### src/rtl/sobol_fp16_multi.sv
// Multi-dimensional Sobol sequence generator. Each accepted point advances every
// dimension by one Gray-code step and presents x/2^WIDTH as truncated FP16 per dimension.
module sobol_fp16_multi #(
    parameter int NUM_DIM = 2,
    parameter int WIDTH   = 32,
    parameter int DW      = (NUM_DIM > 1) ? $clog2(NUM_DIM) : 1,
    parameter int BW      = $clog2(WIDTH)
) (
    input  logic                   clk,
    input  logic                   rst_n,
    input  logic                   start,
    input  logic                   cfg_we,
    input  logic [DW-1:0]          cfg_dim,
    input  logic [BW-1:0]          cfg_bit,
    input  logic [WIDTH-1:0]       cfg_data,
    input  logic                   out_ready,
    output logic                   out_valid,
    output logic [16*NUM_DIM-1:0]  out_fp16,
    output logic [WIDTH-1:0]       out_index,
    output logic                   done
);

    typedef enum logic [1:0] {IDLE, RUN, DONE} state_t;

    state_t                state_reg, state_next;
    logic [WIDTH-1:0]      dir_reg [NUM_DIM][WIDTH];
    logic [WIDTH-1:0]      x_reg   [NUM_DIM];
    logic [WIDTH-1:0]      x_next  [NUM_DIM];
    logic [WIDTH-1:0]      index_reg;
    logic [16*NUM_DIM-1:0] fp16_reg, fp16_next;
    logic [BW-1:0]         flip_bit;
    logic                  transfer, last_point, cfg_ok;

    // Dim 0 is van der Corput; higher dims use the x+1 primitive polynomial.
    function automatic logic [WIDTH-1:0] default_dir(input int d, input int k);
        logic [WIDTH-1:0] v;
        v = '0;
        v[WIDTH-1] = 1'b1;
        if (d == 0)
            v = v >> k;
        else
            for (int i = 1; i <= k; i++) v = v ^ (v >> 1);
        return v;
    endfunction

    function automatic logic [BW-1:0] lowest_zero(input logic [WIDTH-1:0] n);
        logic [BW-1:0] c;
        c = '0;
        for (int i = WIDTH - 1; i >= 0; i--)
            if (!n[i]) c = BW'(i);
        return c;
    endfunction

    // Round-toward-zero conversion of x/2^WIDTH; subnormals keep floor(x*2^(24-WIDTH)).
    function automatic logic [15:0] to_fp16(input logic [WIDTH-1:0] x);
        int         p;
        logic [4:0] e;
        logic [9:0] m;
        logic [15:0] r;
        p = 0;
        for (int i = 0; i < WIDTH; i++)
            if (x[i]) p = i;
        e = 5'(p + 15 - WIDTH);
        r = 16'h0000;
        if (x != '0) begin
            if (p > WIDTH - 15) begin
                m = 10'(({x, 10'b0} << (WIDTH - 1 - p)) >> (WIDTH - 1));
                r = {1'b0, e, m};
            end else begin
                m = 10'({x, 24'b0} >> WIDTH);
                r = {6'b0, m};
            end
        end
        return r;
    endfunction

    assign transfer   = (state_reg == RUN) && out_ready;
    assign last_point = (index_reg == '1);
    assign cfg_ok     = cfg_we && ((state_reg == IDLE) || (state_reg == DONE));
    assign flip_bit   = lowest_zero(index_reg);

    // Out-of-range cfg_dim/cfg_bit match no register, so such writes fall away.
    for (genvar gi = 0; gi < NUM_DIM; gi++) begin : g_dim
        for (genvar gk = 0; gk < WIDTH; gk++) begin : g_bit
            always_ff @(posedge clk or negedge rst_n) begin
                if (!rst_n)
                    dir_reg[gi][gk] <= default_dir(gi, gk);
                else if (cfg_ok && (cfg_dim == DW'(gi)) && (cfg_bit == BW'(gk)))
                    dir_reg[gi][gk] <= cfg_data;
            end
        end
        assign x_next[gi]             = x_reg[gi] ^ dir_reg[gi][flip_bit];
        assign fp16_next[16*gi +: 16] = to_fp16(x_next[gi]);
    end

    always_comb begin
        state_next = state_reg;
        if (start)
            state_next = RUN;
        else if (transfer && last_point)
            state_next = DONE;
    end

    always_ff @(posedge clk or negedge rst_n) begin
        if (!rst_n)
            state_reg <= IDLE;
        else
            state_reg <= state_next;
    end

    // The final transfer only changes state; the last point stays on the outputs.
    always_ff @(posedge clk or negedge rst_n) begin
        if (!rst_n) begin
            for (int d = 0; d < NUM_DIM; d++) x_reg[d] <= '0;
            index_reg <= '0;
            fp16_reg  <= '0;
        end else if (start) begin
            for (int d = 0; d < NUM_DIM; d++) x_reg[d] <= '0;
            index_reg <= '0;
            fp16_reg  <= '0;
        end else if (transfer && !last_point) begin
            for (int d = 0; d < NUM_DIM; d++) x_reg[d] <= x_next[d];
            index_reg <= index_reg + 1'b1;
            fp16_reg  <= fp16_next;
        end
    end

    assign out_valid = (state_reg == RUN);
    assign done      = (state_reg == DONE);
    assign out_fp16  = fp16_reg;
    assign out_index = index_reg;

endmodule

### config.mk
export PLATFORM = sky130hd
export DESIGN_NAME = sobol_fp16_multi
export DESIGN_NICKNAME = d
export VERILOG_FILES = /design/src/rtl/sobol_fp16_multi.sv
export SDC_FILE = /design/constraint.sdc
export NUM_CORES = 2
export LEC_CHECK = 0
export ABC_AREA = 1
export BUFFER_PORTS_ARGS = -buffer_cell sky130_fd_sc_hd__buf_4
export CAP_MARGIN = 20
export CORE_ASPECT_RATIO = 0.75
export CORE_MARGIN = 5
export CORE_UTILIZATION = 45
export DETAILED_ROUTE_END_ITERATION = 8
export PLACE_DENSITY_LB_ADDON = 0.12
export SYNTH_ARGS = -nofsm -noshare
export SYNTH_HDL_FRONTEND = slang
export SYNTH_SLANG_ARGS = --single-unit
### constraint.sdc
create_clock -name clk -period 5.8 [get_ports clk]
set_input_delay 0.29 -clock clk [delete_from_list [all_inputs] [get_ports clk]]
set_output_delay 0.29 -clock clk [all_outputs]
set_load 0.005 [all_outputs]
After elaboration in Yosys (flattened, before gate mapping). Cells that the tools add are included.

Flip-flop bits (word level): 2178. Bits in latches: 0. Bits in writable memories: 0. Bits in read-only memories: 0. Input port bits: 43. Output and inout port bits: 66. Word-level logic and storage cells: 309. Memories: 0.

Add/sub/neg operators: 7. Multiply operators: 0. Div/mod/pow operators: 0. Order comparisons: 3. Eq/ne operators: 34. Shift-type cells: 2. Multiplexer cells: 112. Bitwise gates (word level): 4. Reduce and logical (&&, ||, !) cells: 78.

Operator list (count): $mux 32 (38); $bmux 32 s5 (2); $mux 5 (48); $mux 64 (2); $shl 42x32->41 (2); $eq 5x5->1 const B (16); $logic_and 1x1->1 (70); $gt 32x6->1 const B (2); $reduce_bool 32->1 (2); $sub 6x32->32 const A (2); $xor 32x32->32 (2); $mux 15 (3); $eq 5x4->1 const B (8); $add 32x1->32 const B (1); $eq 32x32->1 const B (1); $mux 4 (8); $eq 5x3->1 const B (4); $mux 16 (1); $mux 3 (4); $eq 5x2->1 const B (2); $sub 5x1->5 const B (2); $mux 2 (4); $ge 6x6->1 const B (1); $not 5->6 (1); 12 further kinds (14).

Longest topological paths before layout.
Word-level depth: 74. Mapped depth: 83. Gate-level depth less buffers: 81.

Least setup slack after synthesis. No wires, ideal clock.

Kind: register to register. Start point: reg index_reg[31] (netlist: out_index[31]). End point: reg fp16_reg[2] (netlist: out_fp16[2]). Setup time: 116 ps. Arrival: 5631 ps. Data required time: 5684 ps. Slack: 53 ps. Stages on the path, launching flop included: 70. Buffers on the path: 7. Clock period less this slack: 5747 ps. Cell sequence: dfrtp_1 -> inv_1 -> nand2_1 -> nand2_1 -> nand2_1 -> nand2_1 -> nand2_1 -> nand2_1 -> nand2_1 -> nand2_1 -> nand2_1 -> nand2_1 -> nand2_1 -> nand2_1 -> nand2_1 -> nand2_1 -> nand2_1 -> nand2_1 -> [... 34 more ...] -> nand2_1 -> nand2_1 -> nand2_1 -> nand2_1 -> nand2_1 -> nand2_1 -> nand2_1 -> buf_6 -> buf_6 -> ha_1 -> nand2_1 -> ha_1 -> nand2_4 -> inv_2 -> nand3_1 -> nand2_1 -> nand2_1 -> nand2_1.

Longest elaborated chain between the ends: 74. Elaborated cells between the ends (all ways): 80. Classes of those cells: 1 x add/sub; 1 x order compare; 1 x eq/ne; 1 x shift; 70 x mux; 2 x bitwise; 4 x reduce/logical.

Ends and longest elaborated chain: start: declaration (RTL line 29) `logic [WIDTH-1:0] index_reg;`; start signal: assignment (RTL line 123) `index_reg <= index_reg + 1'b1;`; $mux 5 (32 in a row) (RTL line 50) `if (!n[i]) c = BW'(i);`; $not 5->6 (implied by the code) (RTL line 92) `assign x_next[gi] = x_reg[gi] ^ dir_reg[gi][flip_bit];`; $bmux 32 s5 (RTL line 92); $mux 32 (implied by the code) (2 in a row) (RTL line 92); $xor 32x32->32 (RTL line 92); $mux 1 (RTL line 62) `if (x[i]) p = i;`; $mux 2 (2 in a row) (RTL line 62); $mux 3 (4 in a row) (RTL line 62); $mux 4 (8 in a row) (RTL line 62); $mux 5 (16 in a row) (RTL line 62); $sub 6x32->32 (RTL line 67) `m = 10'(({x, 10'b0} << (WIDTH - 1 - p)) >> (WIDTH - 1));`; $shl 42x32->41 (RTL line 67); $mux 15 (RTL line 66) `if (p > WIDTH - 15) begin`; $mux 16 (RTL line 65) `if (x != '0) begin`; $mux 32 (RTL line 121) `end else if (transfer && !last_point) begin`; $mux 32 (RTL line 117) `end else if (start) begin`; end signal: assignment (RTL line 124) `fp16_reg <= fp16_next;`; end: declaration (RTL line 30) `logic [16*NUM_DIM-1:0] fp16_reg, fp16_next;`.

Parallel ways exist; a longest one is shown, timed or not. The select of a mux whose other input is x is not followed. A chain may end at the register's enable or synchronous reset.

Final worst setup path.
Start point: reg index_reg[31] (netlist: out_index[31]). End point: reg fp16_reg[17] (netlist: out_fp16[17]).

Longest elaborated chain between the ends: 74. Elaborated cells between the ends (all ways): 80. Classes of those cells: 1 x add/sub; 1 x order compare; 1 x eq/ne; 1 x shift; 70 x mux; 2 x bitwise; 4 x reduce/logical.

Ends and longest elaborated chain (RTL line): $mux 5 (32 in a row) (50); $not 5->6 (implied by the code) (92); $bmux 32 s5 (92); $mux 32 (implied by the code) (2 in a row) (92); $xor 32x32->32 (92); $mux 1 (62); $mux 32 (30 in a row) (62); $sub 6x32->32 (67); $shl 42x32->41 (67); $mux 15 (66); $mux 15 (65); $mux 32 (121); $mux 32 (117).

Parallel ways exist; a longest one is shown, timed or not. The select of a mux whose other input is x is not followed.

==> impl_results.md <==
* Antenna violations before repair at 10
* Synth Area in Simple Gates at 0.244
* Remaining DRCs at 0
* YS warnings at 0
* Via density at 5.82
* Max-cap violations at 0
* Worst-path fanout max at 36
* Sequential-to-total area share from yosys stat at 0.536
* Final Util at 0.538
* Final hold slack at -0.0291 ns
* Sw Share at 0.273
* Slew HR at 0.210
* CTS sink cnt at 2,176
* Critical-path top delay cell: dfrtp_1
* Max Fclk at 153 MHz
* Largest net degree at the start of global routing at 184
* Routing usage on met1 at 0.472
* Global placement routability congestion at 0.908
* Tcrit/Tclk final at 1.13
* Gate power share at 0.149
* Setup TNS Final at -19.69 ns
* Mean area per synthesized cell at 8.12 um^2
* Syn Inst Count at 12,600
* HP Start: cfg_data[15]
* Final WL at 381,000 um
* Most common cell after layout, fill and taps aside: nand2_1
* Reg-to-Reg End: out_fp16[17]$_DFFE_PN0P_
* CP Capture Type: flip-flop
* Worst hold path depth at 3
* Power per Cell Area at 297 mW/mm^2
* Main combinational cell family by area after synthesis: simple AND/OR/NAND/NOR gates
* Post-synth cell types at 59
* WL/cell at 23.8 um
* #FFs+latches synth at 2,176
* Core area at 0.226 mm^2
* Num CTS Buffers at 226
* Final Cell Area at 0.121 mm^2
* CP Launch Point: out_index[31]$_DFFE_PN0P_
* Overall Global Routing Usage at 0.310
* Share of layout cells above drive strength 1 at 0.163
* Worst Path Required at 6.56 ns
* Worst Hold End: dir_reg[431]$_DFFE_PN1P_
* Core Rows at 151
* First-pass GRT wire length at 568,000 um
* Die Area at 0.237 mm^2
* DRT Pass-1 Iters at 6
* Number of global-route vias before repair at 87,100
* Cells on worst reg2reg path at 64
* DR iter-0 viols at 11,300
* DP Worst Slack at -1.19 ns
* Endpoints failing setup at 30
* CTS max path bufs at 4
* Failing checks: negative hold slack, negative setup slack
* Final Skew at 0.0575 ns
* Top delay family on crit path: simple AND/OR/NAND/NOR gates
* Internal at 26.2 mW
* NetSw at 9.85 mW
* R2R Setup Slk at -0.75 ns
* Worst reg2reg startpoint: out_index[31]$_DFFE_PN0P_
* Clock Latency Late Sink at 0.90 ns
* Port bufs at 106
* Placed Area at 0.110 mm^2
* Final-report hold violation count at 27
* RSZ-0062 raised after global routing: true
* Most frequent cells in the layout: nand2_1, o21ai_0, dfrtp_1, nand3_1, buf_4
* Via count at 92,900
* Critical path's largest stage delay at 0.38 ns
* Status: complete, but fails checks
* Max reg flops at 2,048
* Sequential share of power at 0.427
* GR Overflow Total at 0
* Grt peak-use layer: met1
* Compound-Gate Fraction of Synth Area at 0.153
* VDD IR-drop max at 0.251 mV
* Area share of fa/ha/maj cells after synthesis at 0.000735
* Slew @ Worst Pin at 1.18 ns
* WP buf/inv at 14
* Top FF cell, synth: dfrtp_1
* Post-synth ARST share at 1.00
* NumNets Final at 12,800
* Crit path depth at 64
* H-tree depth at 4
* Area share of xor/xnor cells in the synthesized design at 0.00534
* Post-synth EDFFs at 0
* Starting Density at 0.452
* Startpoint Class: flip-flop
* Final max-slew violation count at 0
* Post-DP HPWL at 216,000 um
* Hold WC Path Type: in2reg
* Clock Power Share at 0.425
* CP dominant cell by count: nand2_1
* Io pins at 109
* Fin crit period at 6.55 ns
* Data arrival time of the critical path at 7.31 ns
* Grt met2 use at 0.447
* Multiplexer share of the synthesized area at 0.000196
* Synthesis-to-layout area growth at 18.8%
* Post-route ant nets at 0
* CTS tree: done
* Design Power at 36.1 mW
* Synth Cell Area at 0.102 mm^2
* Leakage power at 52.5 nW
* Setup slack after layout at -0.750 ns
* Die Height at 423 um
* GR Layer Usage met3 at 0.0622
* Clock transition at path regs at 0.06 ns
* Die Wd at 560 um
* Root buf cell: clkbuf_16
* Critical path class: reg2reg
-- cell type report --
type / count / area (um^2)
Clock buffer: 341 / 6780
Clock inverter: 77 / 947
Tap cell: 2983 / 3730
Sequential cell: 2176 / 54800
Fill cell: 21000 / 104000
Timing Repair Buffer: 1057 / 11000
Timing Repair inverter: 4 / 61.3
Multi-Input combinational cell: 9089 / 43200
Antenna cell: 5 / 12.5
Inverter: 238 / 961
-- Yosys cell counts, drive strengths merged (8+ instances only) --
master	instances	area, um^2
a21oi	175	887
buf	373	2570
nand2	4696	17700
nand4	8	50.1
a221oi	86	753
clkbuf	712	2670
dfstp	275	7230
o21ai	2115	10600
o32ai	39	424
inv	203	767
dfrtp	1901	47600
nor2	109	463
xor2	57	537
o31ai	49	368
o22ai	63	394
a31oi	311	1950
clkinv	35	131
nor3	63	315
nand3	1259	6310
-- power by group through the flow --
| stage | combinational (mW) | sequential [mW] | clock [mW] |
|---|---|---|---|
| detailed placement | 4.54 | 15.7 | 0 |
| finish | 5.36 | 15.4 | 15.3 |
| CTS | 4.67 | 15.4 | 15.5 |
| global placement | 4.57 | 15.7 | 0 |
| floorplan | 2.54 | 15.6 | 0 |
| global route | 5.77 | 15.4 | 16.2 |
-- per-layer routing --
metal,part of all wire,vias to the layer above
li1,-,42300
met1,0.45,45700
met2,0.42,4316
met3,0.10,599
met4,0.029,4
met5,0.000079,-
-- logic make-up after synthesis --
group	after synthesis
other cells	1
compound gates	2869
buf+inv	1325
xor+xnor	58
simple gates	6152
fa+ha+maj	6
flops	2176
mux	2
-- tightest hold or removal path, stage by stage --
cell and delay, ns:
buf_4 0.08, inv_2 0.19, o21ai_0 0.24
-- metrics by stage --
step | cells | hold slack, ns
floorplan | 12600 | -0.00559
global placement | 15400 | 0.296
detailed placement | 15400 | 0.299
CTS | 15900 | 0.0421
global route | 16000 | 0.00177
finish | 16000 | -0.0291
-- how the worst max path moves through the flow --
stage | end | slack (ns)
2_1_floorplan | out_fp16[2]$_DFFE_PN0P_ | 0.05
3_3_place_gp | out_fp16[17]$_DFFE_PN0P_ | -1.39
3_5_place_dp | out_fp16[17]$_DFFE_PN0P_ | -1.19
4_1_cts | out_fp16[12]$_DFFE_PN0P_ | -0.80
5_1_grt | out_fp16[1]$_DFFE_PN0P_ | -1.32
6_report | out_fp16[17]$_DFFE_PN0P_ | -0.75
-- what timing repair did --
| action | 4_1_cts | 5_1_grt |
|---|---|---|
| setup endpoints to repair | 30 | 30 |
| resized for setup | 58 | 358 |
| hold buffers | 8 | 5 |
| endpoints found under the hold margin | 446 | 67 |
| pin swaps | 2 | 121 |
| gates cloned | 10 | 38 |
| setup buffers | 2 | 44 |
(Power assumes the default switching activity.)
